**config.mk**
```make
export PLATFORM = sky130hd
export DESIGN_NAME = mext_sequencer
export DESIGN_NICKNAME = d
export VERILOG_FILES = /design/src/rtl/mext_pkg.sv /design/src/rtl/mext_special_case.sv /design/src/rtl/mext_sequencer.sv
export SDC_FILE = /design/constraint.sdc
export NUM_CORES = 1
export LEC_CHECK = 0
export ABC_AREA = 1
export BUFFER_PORTS_ARGS = -buffer_cell sky130_fd_sc_hd__buf_2
export CAP_MARGIN = 20
export CORE_AREA = 2 2 121 123
export DETAILED_ROUTE_END_ITERATION = 10
export DIE_AREA = 0 0 123 125
export GPL_ROUTABILITY_DRIVEN = 0
export HOLD_SLACK_MARGIN = 0.05
export PLACE_DENSITY = 0.83
export SLEW_MARGIN = 10
export SYNTH_ARGS = -nofsm -noshare
export SYNTH_HDL_FRONTEND = slang
export SYNTH_SLANG_ARGS = --single-unit
```
**constraint.sdc**
```tcl
create_clock -name clk -period 2.45 [get_ports clk]
set_input_delay 0.735 -clock clk [delete_from_list [all_inputs] [get_ports clk]]
set_output_delay 0.735 -clock clk [all_outputs]
set_load 0.005 [all_outputs]
```
**src/rtl/mext_pkg.sv**
```systemverilog
// rtl/mext_pkg.sv - shared constants, state encoding and sign helper for the RV32M sequencer
// Purpose: funct3 codes, FSM state type, corner-case operand values and the
//          funct3 -> operand-signedness mapping used by the sequencer.
// Ports:   none (package).
package mext_pkg;

  localparam logic [2:0] F3_MUL    = 3'd0;
  localparam logic [2:0] F3_MULH   = 3'd1;
  localparam logic [2:0] F3_MULHSU = 3'd2;
  localparam logic [2:0] F3_MULHU  = 3'd3;
  localparam logic [2:0] F3_DIV    = 3'd4;
  localparam logic [2:0] F3_DIVU   = 3'd5;
  localparam logic [2:0] F3_REM    = 3'd6;
  localparam logic [2:0] F3_REMU   = 3'd7;

  typedef enum logic [1:0] {
    ST_IDLE = 2'd0,
    ST_EXEC = 2'd1,
    ST_DONE = 2'd2
  } state_t;

  localparam logic [31:0] INT_MIN = 32'h8000_0000;
  localparam logic [31:0] NEG_ONE = 32'hFFFF_FFFF;

  // [1] = operand A signed, [0] = operand B signed
  function automatic logic [1:0] sign_of(input logic [2:0] funct3);
    logic [1:0] s;
    case (funct3)
      F3_MUL, F3_MULH, F3_DIV, F3_REM: s = 2'b11;
      F3_MULHSU:                       s = 2'b10;
      default:                         s = 2'b00;
    endcase
    return s;
  endfunction

endpackage

```
**src/rtl/mext_special_case.sv**
```systemverilog
// rtl/mext_special_case.sv - combinational divide-by-zero / signed-overflow detect
// Purpose: flags divide/remainder ops whose architectural result is fixed by
//          the ISA and supplies that result, so the divider is never used.
// Ports:   funct3, rs1, rs2 (in)  - op being offered for accept
//          hit (out)              - op resolves without the datapath
//          result (out)           - architectural result when hit=1
module mext_special_case
  import mext_pkg::*;
(
  input  logic [2:0]  funct3,
  input  logic [31:0] rs1,
  input  logic [31:0] rs2,
  output logic        hit,
  output logic [31:0] result
);

  logic overflow;

  assign overflow = (rs1 == INT_MIN) && (rs2 == NEG_ONE);

  always_comb begin
    hit    = 1'b0;
    result = '0;
    // funct3[2] selects the divide family; funct3[1] picks remainder over quotient
    if (funct3[2]) begin
      if (rs2 == '0) begin
        hit    = 1'b1;
        result = funct3[1] ? rs1 : NEG_ONE;
      end else if (overflow && (funct3 == F3_DIV)) begin
        hit    = 1'b1;
        result = INT_MIN;
      end else if (overflow && (funct3 == F3_REM)) begin
        hit    = 1'b1;
        result = '0;
      end
    end
  end

endmodule

```
**src/rtl/mext_sequencer.sv**
```systemverilog
// rtl/mext_sequencer.sv - multi-cycle controller for the shared RV32M mul/div datapath
// Purpose: accepts one M-extension op per handshake, holds operands on the
//          datapath for a fixed latency, registers the selected result and
//          presents it until writeback takes it. Special divide cases bypass
//          the datapath; flush aborts the in-flight op.
// Ports:   clk, rst                         - clock, sync active-high reset
//          req_valid/ready, req_funct3/rs1/rs2/tag - op request handshake
//          flush                            - abort in-flight op, no response
//          resp_valid/ready, resp_data/tag  - result handshake
//          busy                             - op in EXEC or DONE
//          dp_mul_en, dp_div_en, dp_a, dp_b, dp_sign - datapath controls
//          dp_ab_msb, dp_ab_lsb, dp_quo, dp_rem      - datapath results
module mext_sequencer
  import mext_pkg::*;
#(
  parameter int MUL_LAT = 2,
  parameter int DIV_LAT = 4,
  parameter int TAG_W   = 5
) (
  input  logic             clk,
  input  logic             rst,
  input  logic             req_valid,
  output logic             req_ready,
  input  logic [2:0]       req_funct3,
  input  logic [31:0]      req_rs1,
  input  logic [31:0]      req_rs2,
  input  logic [TAG_W-1:0] req_tag,
  input  logic             flush,
  output logic             resp_valid,
  input  logic             resp_ready,
  output logic [31:0]      resp_data,
  output logic [TAG_W-1:0] resp_tag,
  output logic             busy,
  output logic             dp_mul_en,
  output logic             dp_div_en,
  output logic [31:0]      dp_a,
  output logic [31:0]      dp_b,
  output logic [1:0]       dp_sign,
  input  logic [31:0]      dp_ab_msb,
  input  logic [31:0]      dp_ab_lsb,
  input  logic [31:0]      dp_quo,
  input  logic [31:0]      dp_rem
);

  localparam int LAT_MAX = (MUL_LAT > DIV_LAT) ? MUL_LAT : DIV_LAT;
  localparam int CNT_W   = (LAT_MAX > 1) ? $clog2(LAT_MAX) : 1;
  localparam logic [CNT_W-1:0] MUL_CNT = CNT_W'(MUL_LAT - 1);
  localparam logic [CNT_W-1:0] DIV_CNT = CNT_W'(DIV_LAT - 1);

  state_t             state_q, state_d;
  logic [CNT_W-1:0]   cnt_q, cnt_d;
  logic [2:0]         f3_q;
  logic [31:0]        a_q, b_q;
  logic [1:0]         sign_q;
  logic [TAG_W-1:0]   tag_q;
  logic [31:0]        data_q;

  logic               accept;
  logic               load_op;
  logic               load_result;
  logic [31:0]        result_d;
  logic [31:0]        dp_result;
  logic               sc_hit;
  logic [31:0]        sc_result;

  // Special cases are judged on the live request so they can complete on the accept edge
  mext_special_case u_special (
    .funct3 (req_funct3),
    .rs1    (req_rs1),
    .rs2    (req_rs2),
    .hit    (sc_hit),
    .result (sc_result)
  );

  always_comb begin
    dp_result = dp_rem;
    case (f3_q)
      F3_MUL:                        dp_result = dp_ab_lsb;
      F3_MULH, F3_MULHSU, F3_MULHU:  dp_result = dp_ab_msb;
      F3_DIV, F3_DIVU:               dp_result = dp_quo;
      default:                       dp_result = dp_rem;
    endcase
  end

  always_comb begin
    state_d     = state_q;
    cnt_d       = cnt_q;
    load_op     = 1'b0;
    load_result = 1'b0;
    result_d    = data_q;

    req_ready  = !flush && ((state_q == ST_IDLE) || ((state_q == ST_DONE) && resp_ready));
    accept     = req_valid && req_ready;
    resp_valid = !flush && (state_q == ST_DONE);
    busy       = (state_q != ST_IDLE);
    dp_mul_en  = !flush && (state_q == ST_EXEC) && !f3_q[2];
    dp_div_en  = !flush && (state_q == ST_EXEC) &&  f3_q[2];

    case (state_q)
      ST_IDLE: ;
      ST_EXEC: begin
        if (cnt_q == '0) begin
          state_d     = ST_DONE;
          load_result = 1'b1;
          result_d    = dp_result;
        end else begin
          cnt_d = cnt_q - 1'b1;
        end
      end
      ST_DONE: begin
        if (resp_ready) state_d = ST_IDLE;
      end
      default: state_d = ST_IDLE;
    endcase

    // A new op may be taken from IDLE or while the previous result drains
    if (accept) begin
      load_op = 1'b1;
      if (sc_hit) begin
        state_d     = ST_DONE;
        load_result = 1'b1;
        result_d    = sc_result;
      end else begin
        state_d = ST_EXEC;
        cnt_d   = req_funct3[2] ? DIV_CNT : MUL_CNT;
      end
    end

    if (flush) begin
      state_d     = ST_IDLE;
      load_op     = 1'b0;
      load_result = 1'b0;
    end
  end

  always_ff @(posedge clk) begin
    if (rst) begin
      state_q <= ST_IDLE;
      cnt_q   <= '0;
      f3_q    <= '0;
      a_q     <= '0;
      b_q     <= '0;
      sign_q  <= '0;
      tag_q   <= '0;
      data_q  <= '0;
    end else begin
      state_q <= state_d;
      cnt_q   <= cnt_d;
      if (load_op) begin
        f3_q   <= req_funct3;
        a_q    <= req_rs1;
        b_q    <= req_rs2;
        sign_q <= sign_of(req_funct3);
        tag_q  <= req_tag;
      end
      if (load_result) data_q <= result_d;
    end
  end

  assign dp_a      = a_q;
  assign dp_b      = b_q;
  assign dp_sign   = sign_q;
  assign resp_data = data_q;
  assign resp_tag  = tag_q;

endmodule

```
### Word-level counts from Yosys, hierarchy flattened

Index checks and enable logic that the tools add are counted.
W data, S select, Z words.

* register bits after elaboration: 110
* output and inout port bits: 108

* reductions and logical operators: 24
* muxes and demuxes: 31
* add/sub/neg operators: 1
* eq/ne operators: 16

Operators with widths (count)
* $mux W32: 8
* $pmux W32 S3: 1
* $eq A32 B32 Y1 const B: 2
* $logic_not A32 Y1: 1
* $mux W2: 9
* $eq A3 B3 Y1 const B: 4
* $mux W1: 11
* $logic_and A1 B1 Y1: 10
* $eq A3 B2 Y1 const B: 3
* $eq A3 B1 Y1 const B: 2
* $logic_not A3 Y1: 2
* $pmux W2 S3: 1
* $logic_not A2 Y1: 2
* $pmux W2 S2: 1
* $reduce_or A2 Y1: 2
* $reduce_or A4 Y1: 1
* $ne A3 B2 Y1 const B: 1
* $ne A3 B3 Y1 const B: 1
* $reduce_and A3 Y1: 1
* $reduce_or A3 Y1: 1
* $eq A2 B1 Y1 const B: 1
* $eq A2 B2 Y1 const B: 1
* $logic_not A1 Y1: 2
* $ne A2 B2 Y1 const B: 1
* 3 further kinds: 3

### Longest topological paths before layout

Gate-level depths: netlist of the first run.

* word-level depth: 10
* mapped depth: 15

### Hierarchy

From an unflattened synthesis of the first run, not the netlist that was laid out.

* cells, all modules: 1092
* area total of the unflattened synthesis: 6444.9 sq um

By module, submodules not included
* mext_sequencer: area an instance 5778.0 sq um, seq. area each 2202.1 sq um, cells each 938, instances 1
* mext_special_case: area an instance 666.9 sq um, seq. area each 0.0 sq um, cells each 154, instances 1

### Least setup slack after synthesis of the first run

OpenSTA, ideal clock, no wires.

* path kind: input -> register
* from: in req_rs2[22]
* to: reg data_q[21] (netlist: resp_data[21])
* arrival time: 1.863 ns
* path buffers: 1
* stages on the path: 13
* path slack: 0.475 ns
* cell sequence: nor2_1 > nand2_1 > nor2_1 > nand2_1 > nor2_1 > inv_2 > nand2_2 > nand2_4 > nand2_2 > nand2_4 > buf_2 > nor2_1 > nor2_1

* cells in the longest elaborated chain, start to end: 10
* elaborated cells between the ends (all ways): 16

Ends and longest elaborated chain
* from (decl): RTL line mext_sequencer.sv:26 `input logic [31:0] req_rs2,`
* $eq A32 B32 Y1: RTL line mext_special_case.sv:19 `assign overflow = (rs1 == INT_MIN) && (rs2 == NEG_ONE);`
* $logic_and A1 B1 Y1: RTL line mext_special_case.sv:19
* $logic_and A1 B1 Y1: RTL line mext_special_case.sv:32 `end else if (overflow && (funct3 == F3_REM)) begin`
* $mux W1: RTL line mext_special_case.sv:32
* $mux W1: RTL line mext_special_case.sv:29 `end else if (overflow && (funct3 == F3_DIV)) begin`
* $mux W1: RTL line mext_special_case.sv:26 `if (rs2 == '0) begin`
* $mux W1: RTL line mext_special_case.sv:25 `if (funct3[2]) begin`
* $mux W1: RTL line mext_sequencer.sv:119 `if (sc_hit) begin`
* $mux W1: RTL line mext_sequencer.sv:117 `if (accept) begin`
* $mux W1: RTL line mext_sequencer.sv:129 `if (flush) begin`
* to (signal assigned): RTL line mext_sequencer.sv:156 `if (load_result) data_q <= result_d;`
* to (decl): RTL line mext_sequencer.sv:56 `logic [31:0] data_q;`

Several ways; a longest one is shown, not always the timed one.
A chain may end at the register's enable or synchronous reset.

### Worst setup path after layout of the first run

* from: reg state_q[0]
* to: out dp_div_en

* cells in the longest elaborated chain, start to end: 3

Ends and longest elaborated chain
* from (decl): RTL line mext_sequencer.sv:50 `state_t state_q, state_d;`
* from (signal assigned): RTL line mext_sequencer.sv:147 `state_q <= state_d;`
* $eq A2 B1 Y1: RTL line mext_sequencer.sv:97 `dp_div_en = !flush && (state_q == ST_EXEC) && f3_q[2];`
* $logic_and A1 B1 Y1 (2 in series): RTL line mext_sequencer.sv:97
* to (decl): RTL line mext_sequencer.sv:35 `output logic dp_div_en,`

No other way between the ends.

==> results of run 1 <==
==> worst max-delay path, stage by stage, from the launching register on <==
cell and delay [ps]:
dfxtp_1 390, inv_2 50, nor2_1 140, inv_2 100
nor3_1 140, buf_2 150
==> path summary, 6_finish.rpt <==
check                                 from       endpoint  cells after the start
worst min-delay path               dp_a[1]        dp_a[1]                      2
worst max-delay path            state_q[0]      dp_div_en                      5
worst max register to register     f3_q[2]  resp_data[12]                     11
worst min register to register     dp_a[1]        dp_a[1]                      2
==> logic make-up after synthesis <==
| family | Yosys count | synth area share |
|---|---|---|
| flops | 110 | 0.367 |
| buf+inv | 117 | 0.0810 |
| compound gates | 218 | 0.196 |
| simple gates | 539 | 0.356 |
==> registers in the layout, indices dropped and copies added (netlist names) <==
name,count
dp_a,32
resp_data,32
dp_b,32
dp_sign,2
f3_q,3
cnt_q,2
resp_tag,5
state_q,2
==> final cells by class <==
class / count / area, um2 / area share
sequential: 110 / 2200 / 0.274
clock buffer: 11 / 253 / 0.0314
clock inverter: 5 / 63.8 / 0.00794
timing repair buffer: 331 / 1780 / 0.221
antenna: 1 / 2.50 / 0.000311
multi-input combinational: 757 / 3310 / 0.412
inverter: 52 / 195 / 0.0243
tap: 184 / 230 / 0.0286
==> placed cells by master (no fill, tap or decap), drive strengths merged <==
master	instances
nand2	344
buf	331
nor2	151
dfxtp	110
o21ai	105
a21oi	80
inv	53
nand3	34
o211ai	32
clkbuf	11
nor3	5
nand4	4
clkinv	2
diode	1
a21boi	1
nor3b	1
bufinv	1
clkinvlp	1
==> power by group <==
part / switching, mW / leakage, nW / internal, mW / total (mW)
logic: 0.444 / 3.03 / 0.321 / 0.764
clock network: 0.703 / 0.153 / 0.859 / 1.56
registers: 0.0412 / 0.896 / 1.86 / 1.90
total: 1.19 / 4.08 / 3.04 / 4.23
==> through the flow <==
| stage | worst slack, ps | area, um2 | util |
|---|---|---|---|
| 3_5_place_dp | 138 | 7720 | 0.544 |
| 2_1_floorplan | 475 | 5990 | - |
| 4_1_cts | 381 | 8040 | 0.566 |
| 6_report | 388 | 8040 | 0.566 |
| 5_1_grt | 210 | 8040 | 0.566 |
| 3_3_place_gp | 177 | 7720 | 0.544 |
==> metal layers <==
metal | share of wire | up-vias | global-route usage | wire (um)
met2 | 0.47 | 359 | 0.433 | 9840
met4 | 0.026 | 0 | 0.0996 | 542
li1 | - | 3703 | - | -
met1 | 0.41 | 3217 | 0.316 | 8430
met5 | 0 | - | 0 | 0
met3 | 0.093 | 41 | 0.0607 | 1930
==> synth_stat cells (all sizes together) <==
cell type / instances
a21boi: 1
a21oi: 80
buf: 22
clkbuf: 43
clkinv: 1
dfxtp: 110
inv: 51
nand2: 344
nand3: 34
nand4: 4
nor2: 151
nor3: 5
nor3b: 1
o211ai: 32
o21ai: 105
==> impl_metrics.tcl, run 1 <==
set metrics [dict create \
    worst_hold_slack_ps 463 \
    io-pin-count 313 \
    synth_area_um2 5990 \
    wl_um 20700 \
    dpl.cell_count 1434 \
    cts_hold_buf 0 \
    synth_seq_cells 110 \
    syn_nets 1189 \
    via_per_inst 5.04 \
    post_cts_buffers 0 \
    startpoint_type "register" \
    tritoncts "yes" \
    hpwl_um 15400 \
    grt_antenna_before_repair 1 \
    drt_first_pass_iters 6 \
    fin_nets 1466 \
    crit_type "reg -> out" \
    cts_htree_levels 3 \
    synthTopCellsByArea "dfxtp_1 (37%), nand2_1 (21%), nor2_1 (9.2%)" \
    setup-tns-final_ps 0 \
    drt-initial-drc-count 577 \
    grt_pass1_wl_um 31700 \
    crit_arrival_ps 1330 \
    cts-root-buf "clkbuf_16" \
    grt_usage 0.258 \
    max_freq_ghz 0.485 \
    dieArea_um2 15400 \
    die_w_um 123 \
    hold_viol_final 0 \
    via_count 7320 \
    drive_above_1_share 0.287 \
    skew_ps 6.82 \
    cap_violations 0 \
    setup_viol 0 \
    hp-class "reg -> reg" \
    routedWlPerCell_um 14.3 \
    p_leak_nw 4.08 \
    core_area_um2 14200 \
    drtAntennaViolNets 0 \
    fillers 1423 \
    worst_pin_slew_ps 390 \
    crit_required_ps 1710 \
    cts-resized-gates 0 \
    grt_pass1_vias 6539 \
    rows 44 \
    regToRegSetupSlack_ps 450 \
    outcome "finished, final reports clean" \
    synth_top_area_frac 0.367 \
    cellPowerDensity_nw_per_um2 526 \
    max-slew-margin-rel 0.737 \
    endpoint_kind "output port" \
    path_max_fanout 6 \
    synthCells 984 \
    ys_warn_count 0 \
    drc 0 \
    layoutNonFillerInstCount 1451 \
    cts-buffers-inserted 9 \
    fin_crit_ps 2060 \
    area_growth_pct 34.1 \
    yosysSeqAreaShare 0.367 \
    yosys.area.top_type "dfxtp_1" \
    cts_sinks 110 \
    slew_violations 0 \
    syn_area_per_cell_um2 6.09 \
    cts_buffer_depth 2 \
    clk_pin_slew_ps 70 \
    die_h_um 125 \
    grt_remaining_overflow 0 \
    total_power_mw 4.23 \
    rsz0062_at_grt "false" \
    yosysUniqueCellTypes 23 \
    port_buffers 312 \
    grt_max_degree 65 \
    min_period_over_period 0.842 \
    ir_drop_v 0.000329 \
    start_util 0.422 \
    clk_latency_ps 350 \
]
No activity file was read; power rests on OpenSTA's default activity.
==> inputs of run 2 (changes only) <==
- CORE_AREA: 2 2 121 123 -> not set
- CORE_UTILIZATION: not set -> 41
- DIE_AREA: 0 0 123 125 -> not set
- PLACE_DENSITY: 0.83 -> 0.84
- clock period: 2.45 -> 1.7 ns (I/O delays scaled with it)
==> run 2 against run 1 <==
  * The flow now finishes with violations (setup timing)
  * Critical path depth grew 6
  * Sequential cell count is the same
  * Final area rose by 12%
  * Core utilization is 7.1 points higher
  * Sequential power grew 44%
  * Power is 46% higher
  * Global-route usage up 1.5 points
  * Count of clock-buffer cells in the layout grew 3
  * Setup slack worse by 470 ps
  * Register-to-register slack lost 530 ps
  * Largest power group unchanged
  * Largest cell class unchanged
  * Sequential share of layout area fell by 2.8 points
==> impl_metrics.tcl, run 2 (synthesized netlist as in run 1, its figures left out) <==
set metrics [dict create \
    outcome "finished with violations" \
    violations "setup timing" \
    fin_nets 1538 \
    die_h_um 123 \
    grt_pass1_wl_um 32300 \
    die_w_um 123 \
    path_max_fanout 31 \
    cap_violations 0 \
    cts_sinks 110 \
    via_per_inst 5.10 \
    hp-class "in -> reg" \
    diodes 0 \
    dieArea_um2 15100 \
    clk_pin_slew_ps 80 \
    port_buffers 312 \
    crit_type "reg -> reg" \
    hpwl_um 16000 \
    max_freq_ghz 0.561 \
    dp_slack_ps -344 \
    tritoncts "yes" \
    wl_um 22600 \
    drive_above_1_share 0.361 \
    endpoint_kind "register" \
    clk_latency_ps 360 \
    p_leak_nw 4.50 \
    setup_ws_ps -82.6 \
    setup_viol 29 \
    cellPowerDensity_nw_per_um2 689 \
    startpoint_type "register" \
    crit_required_ps 1990 \
    skew_ps 7.96 \
    grt_usage 0.273 \
    grt_remaining_overflow 0 \
    ir_drop_v 0.000422 \
    layoutNonFillerInstCount 1517 \
    cts-buffers-inserted 9 \
    area_growth_pct 49.9 \
    hold_viol_final 0 \
    core_area_um2 14100 \
    crit_arrival_ps 2070 \
    slew_violations 0 \
    fin_crit_ps 1780 \
    grt_antenna_before_repair 0 \
    io-pin-count 313 \
    worst_pin_slew_ps 380 \
    setup-tns-final_ps -828 \
    min_period_over_period 1.05 \
    final_common_cell "nand2_1" \
    rows 43 \
    via_count 7730 \
    drc 0 \
    drtAntennaViolNets 0 \
    cts_htree_levels 3 \
    cts_buffer_depth 2 \
    drt-initial-drc-count 570 \
    grt_pass1_vias 6794 \
    grt_max_degree 71 \
    final_cell_mix "nand2_1 (321), buf_2 (306), nor2_1 (129)" \
    routedWlPerCell_um 14.9 \
    rsz0062_at_grt "true" \
    max-slew-margin-rel 0.747 \
    start_util 0.425 \
    cts-root-buf "clkbuf_16" \
    dpl.cell_count 1493 \
    drt_first_pass_iters 5 \
]
[run 2: changes by cell type in the layout (fill, tap and decap cells not counted), moves of 7 or more]
cell     delta
buf_4      +57
nor2_1     -18
o21ai_0     -9
buf_12      +7
nand2_2    +12
nor2_2     +12
buf_6       +9
nand2_1    -18
[run 2: layout make-up]
cell class	instances	area (um2)
inverter	52	203
timing repair buffer	403	2530
sequential	110	2210
multi-input combinational	757	3530
clock buffer	14	254
fill	1180	5110
clock inverter	1	30.0
tap	180	225
[run 2: layer usage]
| layer | vias up | global-route usage | wire (um) |
|---|---|---|---|
| met2 | 374 | 0.472 | 10900 |
| li1 | 3851 | - | - |
| met1 | 3458 | 0.329 | 8980 |
| met4 | 0 | 0.110 | 651 |
| met5 | - | 0 | 0 |
| met3 | 47 | 0.0563 | 2020 |
[run 2: what timing repair did]
action                                  4_1_cts  5_1_grt
pin swaps                                     2       24
buffers inserted                              1        4
hold buffers                                  0        0
endpoints found under the setup margin        4      106
gates cloned                                  0        6
gates resized for setup                      10       83
[run 2: worst max-delay path: stages, from the launching register on]
cell and delay (ps):
dfxtp_2 320, buf_4 150, nor2_4 90, o21ai_2 70
inv_2 60, nand2_2 80, nor2_4 210, nand2_2 90
buf_12 170, o21ai_0 240, nor2_2 60, nor2_1 150
[run 2: path summary, 6_finish.rpt]
path	from	end	slack (ps)	cells past startpoint
worst max-delay path	state_q[0]	resp_data[11]	-80	11
worst min-delay path	req_tag[0]	resp_tag[0]	410	3
worst max register to register	state_q[0]	resp_data[11]	-80	11
worst min register to register	resp_tag[3]	resp_tag[3]	460	2
[run 2: per-stage QoR]
| step | utilization | hold slack (ps) | instance area (um2) | total power [mW] |
|---|---|---|---|---|
| 6_report | 0.637 | 405 | 8980 | 6.19 |
| 5_1_grt | 0.637 | 413 | 8980 | 6.47 |
| 4_1_cts | 0.608 | 396 | 8580 | 6.12 |
| 3_5_place_dp | 0.587 | 453 | 8270 | 4.03 |
| 3_3_place_gp | 0.587 | 448 | 8270 | 4.01 |
| 2_1_floorplan | - | 461 | 6010 | 3.35 |
[run 2: report_power, final]
| group | internal, mW | switching, mW |
|---|---|---|
| clock | 1.18 | 0.959 |
| combinational | 0.606 | 0.698 |
| sequential | 2.68 | 0.0619 |
| total | 4.47 | 1.72 |
==> inputs of run 3 (changes only) <==
- ABC_AREA: 1 -> not set
- CORE_AREA: not set -> 2 2 121 123
- CORE_UTILIZATION: 41 -> not set
- DIE_AREA: not set -> 0 0 123 125
- PLACE_DENSITY: 0.84 -> 0.83
- SYNTH_HIERARCHICAL: not set -> 1
==> run 3 against run 2 <==
  * The run still ends with setup timing left
  * Maximum frequency is 25% lower
  * Synthesized cell count is 23% lower
  * Routed wire length is 6.3% higher
  * Sequential cell count stayed put
  * Critical path type is now in -> reg
  * Largest cell class unchanged
==> impl_metrics.tcl, run 3 <==
set metrics [dict create \
    drt_first_pass_iters 5 \
    layoutNonFillerInstCount 1317 \
    wl_um 24000 \
    die_w_um 123 \
    cap_violations 0 \
    core_area_um2 14200 \
    yosysUniqueCellTypes 45 \
    synth.most_common_cell "nand2_1" \
    outcome "finished with violations" \
    cts-buffers-inserted 9 \
    worst_pin_slew_ps 466 \
    drive_above_1_share 0.456 \
    setup_ws_ps -685 \
    cp_common_cell "buf_12" \
    slew_violations 0 \
    setup_viol 37 \
    startpoint_type "input port" \
    start_util 0.397 \
    io-pin-count 313 \
    min_to "resp_tag[3]" \
    cts_sinks 110 \
    yosys_most_used_dff "dfxtp_1" \
    drt-initial-drc-count 567 \
    hold_viol_final 0 \
    rsz0062_at_grt "true" \
    ys_warn_count 6 \
    synth_top_area_frac 0.391 \
    endpoint_kind "register" \
    grt_max_degree 56 \
    drc 0 \
    asyncSetResetFlopFracSynth 0 \
    via_per_inst 5.47 \
    p_leak_nw 4.26 \
    final_cell_mix "buf_2 (289), nand2_1 (175), a21oi_1 (118)" \
    cts_htree_levels 3 \
    tritoncts "yes" \
    synthTopCellsByArea "dfxtp_1 (39%), nand2_1 (12%), a21oi_1 (10%)" \
    syn_nets 961 \
    max-slew-margin-rel 0.687 \
    rows 44 \
    yosysSeqAreaShare 0.391 \
    multiInputGateArea_um2 3390 \
    synthCells 756 \
    synth-edff-count 0 \
    synth_seq_cells 110 \
    drtAntennaViolNets 0 \
    cellPowerDensity_nw_per_um2 695 \
    via_count 7208 \
    crit_type "in -> reg" \
    hpwl_um 17400 \
    clk_pin_slew_ps 70 \
    total_power_mw 6.34 \
    cp_slowest_cell "or4_4" \
    grt_antenna_before_repair 2 \
    die_h_um 125 \
    setup-tns-final_ps -19780 \
    cts-root-buf "clkbuf_16" \
    max_stage_delay_ps 580 \
    regToRegSetupSlack_ps -190 \
    skew_ps 7.63 \
    crit_required_ps 1960 \
    fillers 1143 \
    crit_arrival_ps 2650 \
    grt_remaining_overflow 0 \
    hp-class "in -> reg" \
    synth_area_um2 5640 \
    fin_crit_ps 2380 \
    worstHoldStart "req_tag[3]" \
    cts_hold_buf 0 \
    violations "setup timing" \
    grt_pass1_vias 6759 \
    grt_pass1_wl_um 34700 \
    hold_depth 3 \
    r2r-start "state_q[1]" \
    clk_latency_ps 350 \
    min_period_over_period 1.40 \
    final_common_cell "buf_2" \
    crit_path_cell_trace "buf_8 -> nand4_4 -> or4_4 -> o41ai_4 -> and2_4 -> and3_4 -> buf_12 -> buf_12 -> nand2_4 -> a311oi_2" \
    worst_hold_slack_ps 389 \
    syn_area_per_cell_um2 7.46 \
    cts_buffer_depth 2 \
    fin_nets 1332 \
    final_util 0.642 \
    dpl.cell_count 1282 \
    crit_start "req_rs2[28]" \
    ir_drop_v 0.000557 \
    yosys.area.top_type "dfxtp_1" \
    r2r_cells 6 \
    routedWlPerCell_um 18.2 \
    seqCellArea_um2 2210 \
    max_freq_ghz 0.419 \
    port_buffers 312 \
    dieArea_um2 15400 \
    area_growth_pct 61.8 \
    worstReg2RegEnd "resp_data[20]" \
    path_max_fanout 6 \
    grt_usage 0.292 \
    synth_common_cells "nand2_1 (181), a21oi_1 (118), dfxtp_1 (110)" \
]
==> run 3: cell types whose count changed after synthesis, sizes merged, moves of 29 or more <==
cell    previous run  this run
o211ai            32         2
a21oi             80       118
nor3               5        36
nand2            344       182
nand3             34         5
o22ai              0        34
o21ai            105         4
nor2             151        21
a211o              0        30
==> run 3: final cells by class <==
type / instances / share of cell area
diodes: 1 / 0.000274
multi-input cells: 547 / 0.372
well taps: 184 / 0.0252
flip-flops and latches: 110 / 0.242
clock buffers: 11 / 0.0277
inverters: 33 / 0.0136
clock inverters: 5 / 0.00892
repair buffers: 426 / 0.311
==> run 3: worst max-delay path by stage <==
stage               cells after the start            end  slack (ps)
detailed placement                     10   resp_data[6]       -1080
global route                           10  resp_data[10]        -720
CTS                                    11  resp_data[19]        -540
finish                                 10   resp_data[8]        -680
global placement                       10  resp_data[13]       -1010
floorplan                               9  resp_data[10]        -700
==> run 3: layer usage <==
| metal | global-route usage | vias up | wire length (um) | share of wire |
|---|---|---|---|---|
| li1 | - | 3430 | - | - |
| met1 | 0.334 | 3302 | 9050 | 0.38 |
| met2 | 0.512 | 415 | 11900 | 0.49 |
| met3 | 0.0826 | 59 | 2330 | 0.097 |
| met4 | 0.105 | 2 | 758 | 0.032 |
| met5 | 0 | - | 13 | 0.00054 |
==> run 3: cells by family (layout without fill, tap and decap cells) <==
kind of cell | count (synthesis) | after routing | share of synthesized area
AND/OR/NAND/NOR | 301 | 302 | 0.241
AO/OA/AOI/OAI | 227 | 227 | 0.261
flip-flops | 110 | 110 | 0.391
buffers and inverters | 100 | 475 | 0.0750
multiplexers | 18 | 18 | 0.0324
other | 0 | 1 | 0
==> run 3: through the flow <==
stage	setup slack (ps)	cell area (um2)
CTS	-539	8760
floorplan	-696	5710
global placement	-1010	8080
finish	-685	9120
global route	-723	9120
detailed placement	-1080	8080
==> run 3: critical path, delay by kind of cell <==
family	cells	cell delay [ps]
and+or+nand+nor	5	1150
buffers and inverters	3	340
AOI/OAI and AO/OA	2	640
==> run 3: repair_timing <==
action / in CTS / in global routing
gates cloned: 3 / 2
hold endpoints to repair: 0 / 0
pin swaps: 8 / 25
resized for setup: 54 / 60
setup endpoints to repair: 41 / 41
buffers inserted: 9 / 8
==> run 3: report_power, final <==
part	switching (mW)	internal, mW	total (mW)
clock	0.996	1.37	2.37
sequential	0.0563	2.68	2.73
combinational	0.617	0.618	1.24
